==> src/rtl/dice_roll_gen_if.sv <==
// dice_roll_gen_if: result handshake between the dice roller and its display consumer
interface dice_roll_gen_if;
   logic [5:0] result;
   logic       result_valid;
   logic       result_ready;
   modport master (output result, result_valid, input result_ready);
   modport slave (input result, result_valid, output result_ready);
endinterface

==> src/rtl/dice_roll_gen.sv <==
// dice_roll_gen: push-button dice roller (d2..d20) fed by a free-running 16-bit LFSR
// Define DICE_DEBOUNCE_EN to debounce the synchronised button for DB_CYCLES stable cycles.
module dice_roll_gen #(
   parameter int DB_CYCLES     = 1000,
   parameter int TUMBLE_CYCLES = 64
) (
   input  logic            clk,
   input  logic            rst_n,
   input  logic            roll_btn,
   input  logic [2:0]      die_sel,
   output logic            busy,
   dice_roll_gen_if.master res_if
);
   typedef enum logic [1:0] {IDLE, TUMBLE, REDUCE, PRESENT} state_e;
   localparam logic [4:0] N_TAB [8] = '{5'd4, 5'd6, 5'd8, 5'd10, 5'd12, 5'd20, 5'd2, 5'd3};

   if (TUMBLE_CYCLES < 1 || TUMBLE_CYCLES > 65535 || DB_CYCLES < 1) begin : g_bad_params
      $error("dice_roll_gen: parameter out of range");
   end

   state_e      state_q, state_d;
   logic        sync1_q, sync2_q, db_prev_q, db_lvl, trig;
   logic [15:0] lfsr_q, tcnt_q, tcnt_d;
   logic [7:0]  rem_q, rem_d;
   logic [4:0]  n_q, n_d;
   logic [5:0]  result_q, result_d;

`ifdef DICE_DEBOUNCE_EN
   localparam int DBW = $clog2(DB_CYCLES + 1);
   logic           db_q;
   logic [DBW-1:0] dcnt_q;
   // the level flips only after the synchronised input has disagreed with it for DB_CYCLES cycles in a row
   always_ff @(posedge clk or negedge rst_n)
      if (!rst_n) begin
         db_q   <= 1'b0;
         dcnt_q <= '0;
      end else if (sync2_q == db_q) dcnt_q <= '0;
      else if (dcnt_q == DBW'(DB_CYCLES - 1)) begin
         db_q   <= sync2_q;
         dcnt_q <= '0;
      end else dcnt_q <= dcnt_q + 1'b1;
   assign db_lvl = db_q;
`else
   assign db_lvl = sync2_q;
`endif

   assign trig = db_lvl & ~db_prev_q;

   always_ff @(posedge clk or negedge rst_n)
      if (!rst_n) lfsr_q <= 16'hACE1;
      else lfsr_q <= {lfsr_q[0] ^ lfsr_q[2] ^ lfsr_q[3] ^ lfsr_q[5], lfsr_q[15:1]};

   always_ff @(posedge clk or negedge rst_n)
      if (!rst_n) begin
         sync1_q   <= 1'b0;
         sync2_q   <= 1'b0;
         db_prev_q <= 1'b0;
         state_q   <= IDLE;
         tcnt_q    <= '0;
         rem_q     <= '0;
         n_q       <= '0;
         result_q  <= '0;
      end else begin
         sync1_q   <= roll_btn;
         sync2_q   <= sync1_q;
         db_prev_q <= db_lvl;
         state_q   <= state_d;
         tcnt_q    <= tcnt_d;
         rem_q     <= rem_d;
         n_q       <= n_d;
         result_q  <= result_d;
      end

   always_comb begin
      state_d  = state_q;
      tcnt_d   = tcnt_q;
      rem_d    = rem_q;
      n_d      = n_q;
      result_d = result_q;
      case (state_q)
         IDLE:
            if (trig) begin
               state_d = TUMBLE;
               n_d     = N_TAB[die_sel];
               tcnt_d  = '0;
            end
         TUMBLE:
            if (tcnt_q == 16'(TUMBLE_CYCLES - 1)) begin
               state_d = REDUCE;
               rem_d   = lfsr_q[7:0];
            end else tcnt_d = tcnt_q + 1'b1;
         REDUCE:
            if (rem_q >= 8'(n_q)) rem_d = rem_q - 8'(n_q);
            else begin
               result_d = 6'(rem_q) + 6'd1;
               state_d  = PRESENT;
            end
         PRESENT: state_d = res_if.result_ready ? IDLE : PRESENT;
         default: state_d = IDLE;
      endcase
   end

   always_comb begin
      busy                = state_q != IDLE;
      res_if.result_valid = state_q == PRESENT;
      res_if.result       = result_q;
   end
endmodule

==> src/flat_wrapper.sv <==
// flat-port wrapper written by rule: the top's interface ports become plain ports
module dice_roll_gen_flat 
#(
   parameter int DB_CYCLES     = 1000,
   parameter int TUMBLE_CYCLES = 64
)
  (clk, rst_n, roll_btn, die_sel, busy, res_if_result, res_if_result_valid, res_if_result_ready);
  dice_roll_gen_if res_if_i ();
  input  logic clk;
  input  logic rst_n;
  input  logic roll_btn;
  input  logic [2:0] die_sel;
  output logic busy;
  output wire logic [$bits(res_if_i.result)-1:0] res_if_result;
  output wire logic [$bits(res_if_i.result_valid)-1:0] res_if_result_valid;
  input wire logic [$bits(res_if_i.result_ready)-1:0] res_if_result_ready;
  assign res_if_result = res_if_i.result;
  assign res_if_result_valid = res_if_i.result_valid;
  assign res_if_i.result_ready = res_if_result_ready;
  dice_roll_gen #(.DB_CYCLES(DB_CYCLES), .TUMBLE_CYCLES(TUMBLE_CYCLES)) u_core (.clk(clk), .rst_n(rst_n), .roll_btn(roll_btn), .die_sel(die_sel), .busy(busy), .res_if(res_if_i));
endmodule
==> config.mk <==
export PLATFORM = sky130hd
export DESIGN_NAME = dice_roll_gen_flat
export DESIGN_NICKNAME = d
export VERILOG_FILES = /design/src/rtl/dice_roll_gen_if.sv /design/src/rtl/dice_roll_gen.sv /design/src/flat_wrapper.sv
export SDC_FILE = /design/constraint.sdc
export NUM_CORES = 1
export LEC_CHECK = 0
export BUFFER_PORTS_ARGS = -buffer_cell sky130_fd_sc_hd__buf_2
export CORE_AREA = 2 2 74 76
export DETAILED_ROUTE_END_ITERATION = 8
export DIE_AREA = 0 0 76 78
export GPL_ROUTABILITY_DRIVEN = 0
export PLACE_DENSITY = 0.72
export SYNTH_ARGS = -nofsm -noshare
export SYNTH_HDL_FRONTEND = slang
export SYNTH_SLANG_ARGS = --single-unit
export TNS_END_PERCENT = 50
==> constraint.sdc <==
create_clock -name clk -period 5.8 [get_ports clk]
set_input_delay 1.16 -clock clk [delete_from_list [all_inputs] [get_ports clk]]
set_output_delay 1.16 -clock clk [all_outputs]
set_load 0.05 [all_outputs]
After elaboration in Yosys (flattened, before gate mapping)
Memories as Yosys holds them, arrays and structs flattened. A register that Yosys moved wholly into a read port is not among the register bits.
Cells that the tools add are included.

operators by class
  add/subtract/negate cells = 3
  magnitude comparators = 1
  equal/unequal tests = 9
  muxes and demuxes = 11
  bitwise operators = 7
  reductions and logical operators = 10

operators with widths
  kind                                                   number
  two-way mux 16 bit                                     2
  case mux 16 bit (2 select lines)                       1
  adder 16 x 1 -> 16 bit, second input constant          1
  equality test 16 x 6 -> 1 bit, second input constant   1
  two-way mux 8 bit                                      2
  case mux 8 bit (2 select lines)                        1
  AND reduction 3 bit                                    3
  >= comparator 8 x 5 -> 1 bit                           1
  two-way mux 2 bit                                      4
  case mux 2 bit (4 select lines)                        1
  subtractor 8 x 5 -> 8 bit                              1
  adder 6 x 1 -> 6 bit, second input constant            1
  inequality test 2 x 1 -> 1 bit, second input constant  3
  nonzero test 2 bit                                     3
  equality test 2 bit, second input constant             2
  inequality test 2 bit, second input constant           2
  NOT 3 -> 4 bit                                         1
  AND reduction 2 bit                                    2
  XOR 1 bit                                              3
  equality test 2 x 1 -> 1 bit, second input constant    1
  logical NOT 2 bit                                      1
  NOT 1 bit                                              2
  bitwise AND 1 bit                                      1
  logical NOT 1 bit                                      1

word-level totals
  bits in registers = 51
  ROM bits = 40
  word-level logic and storage cells = 50
  memories = 1

memory list
  name             depth  bits a word  read ports  clocked after memory_dff  write ports  line                 RTL
  (no name shown)  8      5            1           1                         0            dice_roll_gen.sv:84  n_d = N_TAB[die_sel];

Logic depth before layout (Yosys ltp)
Gate-level depths: netlist (run 1).

  depth after elaboration = 4
  depth in mapped cells = 10
  mapped depth without buffers = 9

Worst setup path before layout (run 1)
Ideal clock, no wire load.

  kind = reg2reg
  start point = register u_core.rem_q[0]
  end point = register u_core.result_q[1] (netlist: u_core.res_if.result[1])
  arrival = 2343 ps
  data required time = 5675 ps
  setup slack = 3333 ps
  cell stages (with the launch flop) = 10
  period minus slack after synthesis = 2467 ps
  cell sequence = dfrtp_1 inv_1 ha_1 inv_1 fa_1 a211oi_1 o21a_1 o21a_1 buf_2 mux2_2

between the ends
  longest elaborated chain between the ends = 3

ends and longest elaborated chain
  element                               line                 RTL
  start: declaration                    dice_roll_gen.sv:24  logic [7:0] rem_q, rem_d;
  start signal: assignment              dice_roll_gen.sv:69  rem_q <= rem_d;
  >= comparator 8 x 5 -> 1 bit          dice_roll_gen.sv:93  if (rem_q >= 8'(n_q)) rem_d = rem_q - 8'(n_q);
  NOT 1 bit (no source line)            -
  AND reduction 2 bit (no source line)  -
  end signal: assignment                dice_roll_gen.sv:71  result_q <= result_d;
  end: declaration                      dice_roll_gen.sv:26  logic [5:0] result_q, result_d;

Parallel ways exist; a longest one is shown, timed or not.
A chain may end at the register's enable or synchronous reset.

Final worst setup path (run 1)
  start point = register u_core.rem_q[0]
  end point = register u_core.rem_q[1]

between the ends
  longest elaborated chain between the ends = 3

ends and longest elaborated chain
  element                                                                           line
  subtractor 8 x 5 -> 8 bit / >= comparator 8 x 5 -> 1 bit (equally long branches)  dice_roll_gen.sv:93
  two-way mux 8 bit / inequality test 2 x 1 -> 1 bit (equally long branches)        -
  case mux 8 bit (2 select lines) / AND reduction 3 bit (equally long branches)     -

Parallel ways exist; a longest one is shown, timed or not. The select of a mux whose other input is x is not followed.

==> flow_summary.yaml, run 1 <==
synth:
  synth.top_cell.area_share: 0.4340
  ys_types: 51
  ys_warn_count: 0
  synthArstFlopShare: 1.000
  synth_nets: 292
  yosys_register_bits: 56
  postSynthCellCount: 273
  synth.most_common_cell: "dfrtp_1"
  synth_edf_count: 0
  synth_top_area_cell: "dfrtp_1"
  yosys-top-cells-area: "dfrtp_1 43%, dfstp_2 7.6%, ha_1 5.0%"
  ys_seq_area_frac: 0.5099
  syn_avg_cell_area_um2: 10.14
  synth_area_mm2: 0.002768
  yosys-top-cells-count: "48 x dfrtp_1, 26 x o21ai_0, 19 x a21oi_1, 19 x nand2_1, 18 x nor2_1"
  synth_top_flop_cell: "dfrtp_1"
floorplan:
  die_width_um: 76
  rows: 26
  start_util: 0.5489
  core_mm2: 0.005042
  design.die.area_mm2: 0.005928
  dieHeight_um: 78
  io_pins: 15
final_layout:
  area_growth_pct: 7.685
  seq_area_mm2: 0.001411
  instances_no_fill: 356
  finalInstanceArea_mm2: 0.002980
  nFillCells: 418
  diodes: 0
  drive_gt1_frac: 0.1503
  final_core_util: 0.5911
  fin_nets: 304
  multiInputGateArea_mm2: 0.001246
hold_path:
  hold_start: "u_core.lfsr_q[9]"
  hold_path_class: "reg2reg"
detailed_routing:
  drtPass1Iterations: 4
  drc: 0
  dr.first_iter.drc_count: 156
  vias: 2012
  finalWirelength_um: 5049
  vias_per_cell: 5.652
  ant_nets: 0
  wl_per_cell_um: 14.18
global_route:
  grt_max_degree: 57
  grt_pass1_wl_um: 8907
  antenna_found_initial: 0
  grt_pass1_vias: 1885
  grt-ovfl-total: 0
  grt_usage: 0.1866
setup_path:
  critical_path_class: "reg2reg"
  crit_chain: "inv_1, ha_1, inv_1, fa_1, a211oi_1, o21a_1, o21a_1, nor2_4, mux2_2"
  critPathMaxFanout: 13
  cp_data_required_time_ns: 6.00
  cp-startpoint: "u_core.rem_q[0]"
  slowest_delay_ns: 0.46
  crit_buf_inv: 2
  crit_family: "compound AO/OA/AOI/OAI gates"
  cp-start-kind: "flip-flop"
  r2r_start: "u_core.rem_q[0]"
  worstPathArrival_ns: 2.98
  cp-end-kind: "flip-flop"
  r2r_slack_ns: 3.03
  slowest_stage: "o21a_1"
timing:
  finalSetupViolations: 0
  max_slew_margin: 0.4352
  slew_viol_final: 0
  worst_slew_pin_slew_ns: 0.8408
  tns_ns: 0
  rsz0062_at_grt: "false"
  period_needed_ns: 2.774
  timing.final.crit_share: 0.4782
  finalClockSkew_ns: 0.003571
  final_hold_viol_count: 0
  fmax_ghz: 0.3606
run:
  maxCapViolations: 0
clocking:
  ctsHoldBuffers: 0
  postCtsSetupRepairBufs: 0
  ctsResizeCount: 0
  clock_latency_ns: 0.31
  numCtsBuffers: 5
  cts_buffer_depth: 2
  clk_pin_slew_ns: 0.10
  cts_tree: "done"
  clock_sinks: 56
  cts_max_level: 2
  cts-root-buf: "clkbuf_8"
status:
  status: "finished clean"
power_and_ir_drop:
  p_leak_uw: 0.001315
  total_power_uw: 1484
  power_density_mw_per_mm2: 497.8
  vdd_ir_drop_max_uv: 384.2
place:
  dp_hpwl_um: 3557
  io_buffers: 14
  place_area_mm2: 0.002883
  place_inst: 348
==> state kept, by name (all words and copies together), names as in the netlist <==
register / flops
u_core.db_lvl: 1
u_core.db_prev_q: 1
u_core.lfsr_q: 16
u_core.n_q: 5
u_core.rem_q: 8
u_core.res_if.result: 6
u_core.state_q: 2
u_core.sync1_q: 1
u_core.tcnt_q: 16
==> cell families after synthesis <==
kind of cell             synth area share
AO/OA/AOI/OAI                      0.1831
AND/OR/NAND/NOR                    0.1456
flip-flops                         0.5099
buffers and inverters             0.03978
adder cells (fa/ha/maj)           0.05696
multiplexers                      0.03933
XOR/XNOR                          0.02532
==> layer usage <==
| metal | vias to the layer above | global-route usage | wire length (µm) |
|---|---|---|---|
| li1 | 1004 | - | - |
| met1 | 958 | 0.2786 | 2497 |
| met2 | 43 | 0.2786 | 2264 |
| met3 | 7 | 0.03488 | 229 |
| met4 | 0 | 0.05455 | 57 |
| met5 | - | 0 | 0 |
==> layout make-up <==
class                           instances  share of cell area
Timing Repair Buffer                   15             0.02603
Clock inverter                          2            0.005038
Clock buffer                            6             0.02771
Tap cell                               70             0.02939
Multi-Input combinational cell        191              0.4181
Sequential cell                        56              0.4736
Inverter                               16             0.02015
==> worst reg2reg max path, stage by stage, from the launching register on <==
cell and delay (ns):
dfrtp_1 0.40, inv_1 0.10, ha_1 0.18, inv_1 0.06, fa_1 0.41, a211oi_1 0.40, o21a_1 0.24, o21a_1 0.46
nor2_4 0.11, mux2_2 0.30
==> cell usage in the layout, fill, tap and decap left out, drive strengths merged, types with 3 or more instances in the layout <==
cell     n
and4     3
clkbuf   6
and2     3
nor3     8
xor2     3
a31oi    6
ha      11
nand3    8
o21ai   28
inv     15
a21oi   19
and3     3
dfrtp   48
mux2i    3
or3      4
nand2   19
o31ai    7
nand4    5
mux2     7
xnor2    5
buf     15
nor2    19
o21a     5
dfstp    8
==> worst paths after layout <==
| kind | end | cells after the start |
|---|---|---|
| setup / recovery | u_core.rem_q[1] | 9 |
| min in group asynchronous | u_core.res_if.result[2] | 2 |
| hold / removal | u_core.lfsr_q[8] | 0 |
| max in group asynchronous | u_core.tcnt_q[5] | 2 |
| hold reg to reg | u_core.lfsr_q[8] | 0 |
| setup reg to reg | u_core.rem_q[1] | 9 |
==> metrics by stage <==
| stage | hold slack, ns | setup WS (ns) |
|---|---|---|
| 4_1_cts | 0.3638 | 3.065 |
| 2_1_floorplan | 0.3312 | 3.333 |
| 3_3_place_gp | 0.3362 | 3.173 |
| 5_1_grt | 0.3721 | 2.790 |
| 3_5_place_dp | 0.3364 | 3.088 |
| 6_report | 0.3605 | 3.027 |
==> where the power goes <==
part,total [µW],internal (µW),switching [µW]
clock,221,96.8,124
combinational,745,265,480
sequential,518,461,56.6
total,1480,823,660
Power figures use the tool's default switching activity.
==> run 2, diff against run 1 <==
--- a/config.mk
+++ b/config.mk
@@ -5,12 +5,13 @@
 export SDC_FILE = /design/constraint.sdc
 export NUM_CORES = 1
 export LEC_CHECK = 0
+export ABC_AREA = 1
 export BUFFER_PORTS_ARGS = -buffer_cell sky130_fd_sc_hd__buf_2
-export CORE_AREA = 2 2 74 76
+export CORE_AREA = 2 2 77 79
 export DETAILED_ROUTE_END_ITERATION = 8
-export DIE_AREA = 0 0 76 78
+export DIE_AREA = 0 0 79 81
 export GPL_ROUTABILITY_DRIVEN = 0
-export PLACE_DENSITY = 0.72
+export PLACE_DENSITY = 0.73
 export SYNTH_ARGS = -nofsm -noshare
 export SYNTH_HDL_FRONTEND = slang
 export SYNTH_SLANG_ARGS = --single-unit
==> constraint.sdc (replaced) <==
create_clock -name clk -period 2.3 [get_ports clk]
set_input_delay 0.46 -clock clk [delete_from_list [all_inputs] [get_ports clk]]
set_output_delay 0.46 -clock clk [all_outputs]
set_load 0.05 [all_outputs]
==> run 2 against run 1 <==
Register-to-register slack got worse by 2.8 ns. Final cell count rose by 27%. Sequential power rose to 2.5 times the previous value. Clock skew rose by 0.0055 ns. Non-clock buffer count rose by 3. Area after synthesis rose by 6.0%. Via count rose by 14%. Critical endpoint is now u_core.rem_q[5]. Total power rose by 140%. Combinational power rose by 130%. Utilization fell by 3.0 points. Synthesized cell count rose by 31%. Global-route usage rose by 0.43 points.
==> flow_summary.yaml, run 2 <==
status:
  status: "finished clean"
global_route:
  grt_pass1_vias: 2135
  grt_pass1_wl_um: 9653
  grt_usage: 0.1909
  grt_max_degree: 35
  antenna_found_initial: 0
  grt-ovfl-total: 0
setup_path:
  cp-start-kind: "flip-flop"
  cp-startpoint: "u_core.rem_q[0]"
  slowest_delay_ns: 0.43
  worstPathArrival_ns: 2.28
  critPathMaxFanout: 12
  r2r_slack_ns: 0.21
  crit_chain: "inv_1, ha_1, inv_1, fa_1, nand2_1, nand2_1, nand2_1, nand3_1, nand3_2, inv_1, nand2_1, nand2_1"
  r2r_start: "u_core.rem_q[0]"
  slowest_stage: "dfrtp_1"
  crit_family: "simple AND/OR/NAND/NOR gates"
  cp-end-kind: "flip-flop"
  cp_common_cell: "nand2_1"
  cp_data_required_time_ns: 2.50
  crit_buf_inv: 3
  critical_path_class: "reg2reg"
clocking:
  clock_latency_ns: 0.31
  numCtsBuffers: 5
  clk_pin_slew_ns: 0.10
  ctsHoldBuffers: 0
  ctsResizeCount: 0
  cts-root-buf: "clkbuf_8"
  cts_tree: "done"
  cts_buffer_depth: 2
  postCtsSetupRepairBufs: 0
  clock_sinks: 56
  cts_max_level: 2
detailed_routing:
  drtPass1Iterations: 4
  finalWirelength_um: 5535
  vias: 2303
  dr.first_iter.drc_count: 155
  drc: 0
  wl_per_cell_um: 12.22
  ant_nets: 0
  vias_per_cell: 5.084
synth:
  synthArstFlopShare: 1.000
  synth_edf_count: 0
  synth.top_cell.area_share: 0.4094
  ys_types: 27
  ys_warn_count: 0
  yosys-top-cells-count: "108 x nand2_1, 48 x dfrtp_1, 40 x inv_1"
  synth_top_area_cell: "dfrtp_1"
  postSynthCellCount: 358
  synth_nets: 377
  syn_avg_cell_area_um2: 8.196
  ys_seq_area_frac: 0.4810
  synth_top_flop_cell: "dfrtp_1"
  synth.most_common_cell: "nand2_1"
  synth_area_mm2: 0.002934
  yosys_register_bits: 56
  yosys-top-cells-area: "dfrtp_1 41%, nand2_1 14%, dfstp_2 7.2%"
floorplan:
  core_mm2: 0.005675
  io_pins: 15
  design.die.area_mm2: 0.006399
  die_width_um: 79
  rows: 28
  start_util: 0.5170
  dieHeight_um: 81
final_layout:
  diodes: 0
  final_common_cell: "nand2_1"
  fin_nets: 396
  reg_top3: "u_core.lfsr_q x16, u_core.tcnt_q x16, u_core.rem_q x8"
  final_cell_mix: "108 x nand2_1, 48 x dfrtp_1, 40 x inv_1"
  area_growth_pct: 8.572
  drive_gt1_frac: 0.1138
  instances_no_fill: 453
timing:
  tns_ns: 0
  fmax_ghz: 0.4793
  finalClockSkew_ns: 0.009103
  slew_viol_final: 0
  rsz0062_at_grt: "false"
  worst_slew_pin_slew_ns: 0.5536
  finalSetupViolations: 0
  timing.final.crit_share: 0.9071
  max_slew_margin: 0.6309
  final_hold_viol_count: 0
  period_needed_ns: 2.086
place:
  io_buffers: 14
  dp_hpwl_um: 4265
  place_inst: 445
power_and_ir_drop:
  vdd_ir_drop_max_uv: 833.5
  p_leak_uw: 0.001565
  power_density_mw_per_mm2: 1107
run:
  maxCapViolations: 0
hold_path:
  hold_path_class: "in2async"
[run 2: changes by cell type after synthesis, moves of 9 or more]
| cell | change |
|---|---|
| nand3_1 | +24 |
| inv_1 | +25 |
| o21ai_1 | +9 |
| nor2_1 | +11 |
| o21ai_0 | -9 |
| a21oi_1 | -11 |
| nand2_1 | +89 |
[run 2: power breakdown]
| group | leakage (µW) | total, µW | switching (µW) | internal (µW) |
|---|---|---|---|---|
| Combinational | 0.000799 | 1690 | 1160 | 529 |
| Clock | 0.0000404 | 532 | 316 | 216 |
| Sequential | 0.000726 | 1300 | 152 | 1150 |
| Total | 0.00157 | 3530 | 1630 | 1900 |
[run 2: path summary, 6_finish.rpt]
check	endpoint	cells past startpoint
worst max-delay path	u_core.rem_q[5]	12
worst min-delay path	u_core.rem_q[1]	1
worst max register to register	u_core.rem_q[5]	12
worst min register to register	u_core.db_lvl	0
max in group asynchronous	u_core.lfsr_q[15]	2
min in group clk	u_core.sync1_q	1
[run 2: kinds of logic (layout without fill, tap and decap cells)]
family	Yosys count	count (layout)	synth area share
XOR/XNOR	15	15	0.04477
AO/OA/AOI/OAI	38	38	0.06738
adder cells (fa/ha/maj)	12	12	0.05373
flip-flops	56	56	0.4810
AND/OR/NAND/NOR	189	189	0.2789
multiplexers	2	2	0.006823
buffers and inverters	46	66	0.06737
[run 2: routing by layer]
metal | global-route usage | share of wire
met1 | 0.2628 | 0.49
met2 | 0.3144 | 0.45
met3 | 0.04000 | 0.045
met4 | 0.04138 | 0.015
met5 | 0 | 0
[run 2: metrics by stage]
step / instance area [µm²] / hold WS (ns) / power (µW) / setup WS [ns] / util
global route: 3186 / 0.1639 / 3861 / 0.03982 / 0.5613
detailed placement: 3093 / 0.3356 / 3000 / 0.2523 / 0.5450
floorplan: 2934 / 0.1644 / 2686 / 0.4834 / -
global placement: 3093 / 0.3334 / 2965 / 0.3427 / 0.5450
finish: 3186 / 0.1292 / 3527 / 0.2137 / 0.5613
CTS: 3186 / 0.1297 / 3551 / 0.2356 / 0.5613
[run 2: layout make-up]
| type | count | area [µm²] |
|---|---|---|
| Clock buffer | 5 | 68.82 |
| Tap cell | 75 | 93.84 |
| Multi-Input combinational cell | 256 | 1325 |
| Inverter | 40 | 150.1 |
| Fill cell | 528 | 2490 |
| Clock inverter | 3 | 23.77 |
| Timing Repair Buffer | 18 | 112.6 |
| Sequential cell | 56 | 1411 |
